`src/rtl/p3_exec_stage.sv`:
```
// p3_exec_stage: execute stage of the SIMPLE pipeline.
//
// Takes decoded operands and controls from the p2 decode/register-read stage,
// runs the ALU/shifter, keeps the {S,Z,C,V} flag register, resolves
// conditional branches and retires OUT and HLT. Every result lands in the
// p3->p4 pipeline register one cycle after issue.
//
// Ports:
//   clockp3, reset          stage clock, synchronous active-high reset
//   valid_in, flush         p2 instruction present / kill it
//   alu_class, opcode       class-11 instruction and its command[7:4]
//   alu1, alu2              Rs and Rd/Rb operands
//   writereg_in .. pc_in    control and address fields from p2
//   valid_out .. storedata_out  p4 pipeline register contents
//   flags                   {S,Z,C,V}
//   branch_taken, branch_target  taken-branch pulse and its target
//   outdata, outvalid       OUT port value and update pulse
//   halted                  sticky after HLT until reset
module p3_exec_stage #(
    parameter int WIDTH = 16
) (
    input  logic             clockp3,
    input  logic             reset,
    input  logic             valid_in,
    input  logic             flush,
    input  logic             alu_class,
    input  logic [WIDTH-1:0] alu1,
    input  logic [WIDTH-1:0] alu2,
    input  logic [3:0]       opcode,
    input  logic             writereg_in,
    input  logic [1:0]       memwrite_in,
    input  logic [2:0]       regaddress_in,
    input  logic [WIDTH-1:0] address_in,
    input  logic [WIDTH-1:0] storedata_in,
    input  logic             isbranchout_in,
    input  logic [2:0]       condout_in,
    input  logic [WIDTH-1:0] pc_in,
    output logic             valid_out,
    output logic [WIDTH-1:0] aluresult,
    output logic             writereg_out,
    output logic [1:0]       memwrite_out,
    output logic [2:0]       regaddress_out,
    output logic [WIDTH-1:0] address_out,
    output logic [WIDTH-1:0] storedata_out,
    output logic [3:0]       flags,
    output logic             branch_taken,
    output logic [WIDTH-1:0] branch_target,
    output logic [WIDTH-1:0] outdata,
    output logic             outvalid,
    output logic             halted
);

    // Pipeline register state
    logic             valid_q, valid_d;
    logic [WIDTH-1:0] result_q, result_d;
    logic             wr_q, wr_d;
    logic [1:0]       mw_q, mw_d;
    logic [2:0]       ra_q, ra_d;
    logic [WIDTH-1:0] addr_q, addr_d;
    logic [WIDTH-1:0] sdata_q, sdata_d;
    logic [3:0]       flags_q, flags_d;
    logic             bt_q, bt_d;
    logic [WIDTH-1:0] btgt_q, btgt_d;
    logic [WIDTH-1:0] od_q, od_d;
    logic             ov_q, ov_d;
    logic             halted_q, halted_d;

    // ALU datapath
    logic [WIDTH-1:0] a, b;
    logic [3:0]       d;
    logic [WIDTH:0]   sum, diff, sh_l, sh_r;
    logic signed [WIDTH:0] sh_a;
    logic [WIDTH-1:0] rot;
    logic [4:0]       rot_back;
    logic [WIDTH-1:0] alu_res;
    logic             alu_c, alu_v;
    logic             flag_upd;   // opcode writes the flag register
    logic             wr_kill;    // opcode never writes a register
    logic             go, br_cond;

    assign a = alu1;
    assign b = alu2;
    assign d = alu2[3:0];
    assign go = valid_in & ~flush & ~halted_q;

    always_comb begin
        // Extra low bit on the right shifts catches the last bit shifted out.
        sum      = {1'b0, a} + {1'b0, b};
        diff     = {1'b0, b} - {1'b0, a};     // MSB is the borrow (b < a)
        sh_l     = {1'b0, b} << d;
        sh_r     = {b, 1'b0} >> d;
        sh_a     = $signed({b, 1'b0}) >>> d;
        rot_back = 5'(WIDTH) - {1'b0, d};
        rot      = (b << d) | (b >> rot_back);  // d=0: b>>16 is zero
        alu_res  = '0;
        alu_c    = 1'b0;
        alu_v    = 1'b0;
        flag_upd = 1'b1;
        wr_kill  = 1'b0;
        case (opcode)
            4'd0: begin
                alu_res = sum[WIDTH-1:0];
                alu_c   = sum[WIDTH];
                alu_v   = (a[WIDTH-1] == b[WIDTH-1]) & (sum[WIDTH-1] != a[WIDTH-1]);
            end
            4'd1, 4'd5: begin
                alu_res = diff[WIDTH-1:0];
                alu_c   = diff[WIDTH];
                alu_v   = (a[WIDTH-1] != b[WIDTH-1]) & (diff[WIDTH-1] != b[WIDTH-1]);
                wr_kill = (opcode == 4'd5);
            end
            4'd2: alu_res = b & a;
            4'd3: alu_res = b | a;
            4'd4: alu_res = b ^ a;
            4'd6: alu_res = a;
            4'd8: begin
                alu_res = sh_l[WIDTH-1:0];
                alu_c   = sh_l[WIDTH];
            end
            4'd9: begin
                alu_res = rot;
                alu_c   = (d != 4'd0) & rot[0];   // bit that wrapped around last
            end
            4'd10: begin
                alu_res = sh_r[WIDTH:1];
                alu_c   = sh_r[0];
            end
            4'd11: begin
                alu_res = sh_a[WIDTH:1];
                alu_c   = sh_a[0];
            end
            4'd12: flag_upd = 1'b0;              // IN: no input port, result 0
            4'd13: begin                         // OUT
                alu_res  = a;
                flag_upd = 1'b0;
                wr_kill  = 1'b1;
            end
            default: begin                       // 7, 14 reserved; 15 HLT
                flag_upd = 1'b0;
                wr_kill  = 1'b1;
            end
        endcase
    end

    // Branch condition uses the flag register as it stands before this edge.
    always_comb begin
        br_cond = 1'b0;
        case (condout_in)
            3'b000: br_cond = flags_q[2];
            3'b001: br_cond = flags_q[3] ^ flags_q[0];
            3'b010: br_cond = flags_q[2] | (flags_q[3] ^ flags_q[0]);
            3'b011: br_cond = ~flags_q[2];
            3'b100, 3'b111: br_cond = 1'b1;
            default: br_cond = 1'b0;
        endcase
    end

    always_comb begin
        // Pulses and write enables clear on idle cycles; data fields hold.
        valid_d  = 1'b0;
        wr_d     = 1'b0;
        mw_d     = 2'b00;
        bt_d     = 1'b0;
        ov_d     = 1'b0;
        result_d = result_q;
        ra_d     = ra_q;
        addr_d   = addr_q;
        sdata_d  = sdata_q;
        flags_d  = flags_q;
        btgt_d   = btgt_q;
        od_d     = od_q;
        halted_d = halted_q;
        if (go) begin
            valid_d  = 1'b1;
            ra_d     = regaddress_in;
            addr_d   = address_in;
            sdata_d  = storedata_in;
            wr_d     = writereg_in & ~(alu_class & wr_kill) & ~isbranchout_in;
            mw_d     = isbranchout_in ? 2'b00 : memwrite_in;
            result_d = alu_class ? alu_res : address_in;
            if (alu_class && flag_upd) begin
                flags_d = {alu_res[WIDTH-1], (alu_res == '0), alu_c, alu_v};
            end
            if (isbranchout_in && br_cond) begin
                bt_d   = 1'b1;
                btgt_d = pc_in + address_in;
            end
            if (alu_class && opcode == 4'd13) begin
                od_d = a;
                ov_d = 1'b1;
            end
            if (alu_class && opcode == 4'd15) begin
                halted_d = 1'b1;
            end
        end
    end

    always_ff @(posedge clockp3) begin
        if (reset) begin
            valid_q  <= 1'b0;
            result_q <= '0;
            wr_q     <= 1'b0;
            mw_q     <= 2'b00;
            ra_q     <= '0;
            addr_q   <= '0;
            sdata_q  <= '0;
            flags_q  <= '0;
            bt_q     <= 1'b0;
            btgt_q   <= '0;
            od_q     <= '0;
            ov_q     <= 1'b0;
            halted_q <= 1'b0;
        end else begin
            valid_q  <= valid_d;
            result_q <= result_d;
            wr_q     <= wr_d;
            mw_q     <= mw_d;
            ra_q     <= ra_d;
            addr_q   <= addr_d;
            sdata_q  <= sdata_d;
            flags_q  <= flags_d;
            bt_q     <= bt_d;
            btgt_q   <= btgt_d;
            od_q     <= od_d;
            ov_q     <= ov_d;
            halted_q <= halted_d;
        end
    end

    assign valid_out      = valid_q;
    assign aluresult      = result_q;
    assign writereg_out   = wr_q;
    assign memwrite_out   = mw_q;
    assign regaddress_out = ra_q;
    assign address_out    = addr_q;
    assign storedata_out  = sdata_q;
    assign flags          = flags_q;
    assign branch_taken   = bt_q;
    assign branch_target  = btgt_q;
    assign outdata        = od_q;
    assign outvalid       = ov_q;
    assign halted         = halted_q;

endmodule

```
`config.mk`:
```
export PLATFORM = sky130hd
export DESIGN_NAME = p3_exec_stage
export DESIGN_NICKNAME = d
export VERILOG_FILES = /design/src/rtl/p3_exec_stage.sv
export SDC_FILE = /design/constraint.sdc
export NUM_CORES = 1
export LEC_CHECK = 0
export CORE_ASPECT_RATIO = 0.75
export CORE_UTILIZATION = 30
export CTS_CLUSTER_DIAMETER = 100
export DETAILED_ROUTE_END_ITERATION = 8
export GPL_TIMING_DRIVEN = 0
export HOLD_SLACK_MARGIN = 0.1
export SETUP_SLACK_MARGIN = 0.4
export SLEW_MARGIN = 15
export SYNTH_ARGS = -nofsm -noshare
export SYNTH_HDL_FRONTEND = slang
export SYNTH_SLANG_ARGS = --single-unit
```
`constraint.sdc`:
```
create_clock -name clockp3 -period 4.6 [get_ports clockp3]
set_clock_uncertainty 0.15 [all_clocks]
set_input_delay 0.69 -clock clockp3 [delete_from_list [all_inputs] [get_ports clockp3]]
set_output_delay 0.69 -clock clockp3 [all_outputs]
set_load 0.1 [all_outputs]
```
==> run summary <==
outcome -> finished clean
Hold Slack -> 304 ps
CP arrival -> 4250 ps
Avg Synthesized Cell Area -> 7.62 um^2
largest cells by area after synthesis -> dfxtp_1 19%, ha_1 9.2%, nand2_1 7.0%
total CTS buffers -> 9
commonest non-fill, non-tap cell in the layout -> nand2_1
Die Width -> 210 um
# diodes -> 0
Post-synth EDFFs -> 0
Critical Path Max Stage Delay -> 520 ps
# IOs -> 193
root buf cell -> clkbuf_16
Clock power frac -> 24.2%
synth-to-layout area growth -> 34.7%
GR Layer Usage met1 -> 42.5%
DR vias/cell -> 5.95
Max Cap Violations -> 0
starting density of the core -> 30.8%
largest net degree at the start of global routing -> 18
Die Area -> 0.0333 mm^2
switching share of power -> 43.2%
Total GRT Usage -> 29.2%
Total Power -> 3.05 mW
routing usage on met2 -> 39.6%
fin crit share -> 91.0%
first-pass GRT wire length -> 71500 um
sequential area share after synthesis -> 19.3%
GPL Wtd Cong -> 1.02
CP Cell Sequence -> clkdlybuf4s50_1 -> clkbuf_2 -> buf_2 -> nand4bb_1 -> o22ai_1 -> a21oi_1 -> nand4_1 -> or3_1 -> o311ai_0 -> o211a_2 -> a21o_1 -> a21oi_1
syn_nets -> 1456
Post-DRT Antenna Nets -> 0
NetSw -> 1.32 mW
drt first-iter violations -> 1519
Worst Setup End Kind -> register
Fmax -> 0.239 GHz
leading area contributor after synthesis -> dfxtp_1
initial antenna violation count -> 1
kind of critical path -> in2reg
total number of vias -> 11600
Netlist cell types -> 91
Slew @ Worst Pin -> 1080 ps
vias in the first global route -> 10700
Layout Cells excl Fill -> 1949
unrepaired setup endpoints after global routing -> true
final wirelength -> 49900 um
placed standard-cell area -> 0.0122 mm^2
Slowest cell on crit path -> clkdlybuf4s50_1
Final #Nets -> 1683
cell mode on critical path -> a21oi_1
grt total ovfl -> 0
placed wire-length estimate -> 39600 um
Leak Pwr -> 5.06 nW
Flop pwr share -> 28.2%
number of synthesized register bits -> 94
area of the mapped netlist -> 0.00977 mm^2
Final Cell Area -> 0.0132 mm^2
PwrDens -> 232 mW/mm^2
commonest non-fill, non-tap cells in the layout -> 182 x nand2_1, 174 x clkdlybuf4s50_1, 126 x a21oi_1
Critical Path RT -> 4660 ps
Main synth FF type -> dfxtp_1
FP Rows -> 56
Clk pin slew, worst setup/hold paths -> 70 ps
WL/cell -> 25.6 um
final hold vios -> 0
latest clock arrival within the worst-skew pair -> 360 ps
FFs w/ async S/R, synth -> 0%
clock period minus worst slack -> 4190 ps
fin. max-slew vios -> 0
crit path launch type -> primary input
Max transition margin -> 27.5%
htree depth -> 3
yosys warns -> 0
Top Usage Layer GRT -> met1
Comb pwr share -> 47.6%
crit-path max FO -> 10
Clock Sinks -> 94
Die Ht -> 158 um
CTS Buffer Depth -> 2
Core Box Area -> 0.0317 mm^2
drt pass-1 iters -> 6
DP Cell Count -> 1907
post-synthesis instance total -> 1282
grt met3 use -> 10.3%
final setup margin -> 413 ps
CTS tree -> built
Filler Cells Inserted -> 3276
pre-CTS setup slack -> -2170 ps
Setup violations, final -> 0
DR DRC count -> 0
hold crit path type -> reg2reg
IO buf count -> 190
Worst VDD drop -> 0.154 mV
top-area cell type share of the netlist area -> 19.3%
layout cell share with drive strength beyond 1 -> 13.3%
Int Pwr -> 1.73 mW
==> stage by stage <==
stage | TNS (ps) | utilization [%]
2_1_floorplan | 0 | -
3_3_place_gp | -21320 | 38.6
3_5_place_dp | -19820 | 38.6
4_1_cts | 0 | 40.6
5_1_grt | 0 | 41.5
6_report | 0 | 41.5
==> per-layer routing <==
layer  up-vias  share of wire [%]
li1       5164                  -
met1      5585                 46
met2       759                 38
met3        95                 13
met4         2                2.7
met5         -               0.12
==> worst max-delay path, delay by kind of cell <==
family                 cells  cell delay [ps]
and+or+nand+nor            3             1100
AOI/OAI and AO/OA          6             1330
buffers and inverters      3             1130
==> power groups by stage <==
stage	clock network (mW)	logic [mW]	registers, mW
after CTS	0.752	1.36	0.860
after detailed placement	0	1.31	0.878
after global routing	0.792	1.52	0.863
final	0.739	1.45	0.860
after floorplan	0	0.639	1.09
after global placement	0	1.31	0.878
==> layout make-up <==
class | instances | area (um^2) | area share, %
Inverter | 56 | 218 | 1.65
Clock buffer | 9 | 225 | 1.71
Buffer | 111 | 669 | 5.09
Tap cell | 435 | 544 | 4.14
Sequential cell | 94 | 1880 | 14.3
Timing Repair Buffer | 216 | 2110 | 16.0
Clock inverter | 7 | 56.3 | 0.428
Multi-Input combinational cell | 1021 | 7450 | 56.6
==> path summary, 6_finish.rpt <==
kind / start / to / slack, ps / cells after the start
hold reg to reg: regaddress_out[2] / regaddress_out[2] / 300 / 2
hold / removal: regaddress_out[2] / regaddress_out[2] / 300 / 2
setup reg to reg: flags[0] / branch_target[14] / 1260 / 9
setup / recovery: opcode[2] / aluresult[15] / 410 / 12
==> cells in the mapped netlist (8+ instances only) <==
master     count
o2111ai_1     10
inv_1         56
nand3_1       19
o21ai_0       38
xnor2_1       18
nand2_1      182
nor3b_1        9
nand3b_1      10
a221oi_1      11
o21bai_1      10
o21a_1        12
nand2b_1      12
clkbuf_1      67
or3_1         12
ha_1          72
a211oi_1      25
nor2_1       113
a21oi_1      128
mux2i_1       51
o221ai_1       8
dfxtp_1       94
and2_1        11
and3_1        11
a21o_1        11
mux4_2        28
nor2b_1        9
nand4_1        8
nor3_1        30
buf_2         26
o211ai_1      17
==> sequential cells by signal, summed over array words and instances, names as in the netlist <==
name and flops:
memwrite_out 2, branch_target 16, flags 4, aluresult 16
outdata 16, address_out 16, branch_taken 1, writereg_out 1
regaddress_out 3, valid_out 1, storedata_out 16, outvalid 1
halted 1
==> cell families after synthesis <==
logic type	after synthesis	share of synthesized area, %
adder cells (fa/ha/maj)	75	9.84
AO/OA/AOI/OAI	364	25.6
flip-flops	94	19.3
XOR/XNOR	21	1.88
buffers and inverters	167	7.40
multiplexers	80	11.8
AND/OR/NAND/NOR	481	24.3
==> timing repair <==
item,CTS,global route
pin swaps,10,15
endpoints found under the setup margin,20,11
cloned,0,0
buffers inserted,11,15
gates resized for setup,89,70
hold buffers,0,0
Power figures use the tool's default switching activity.
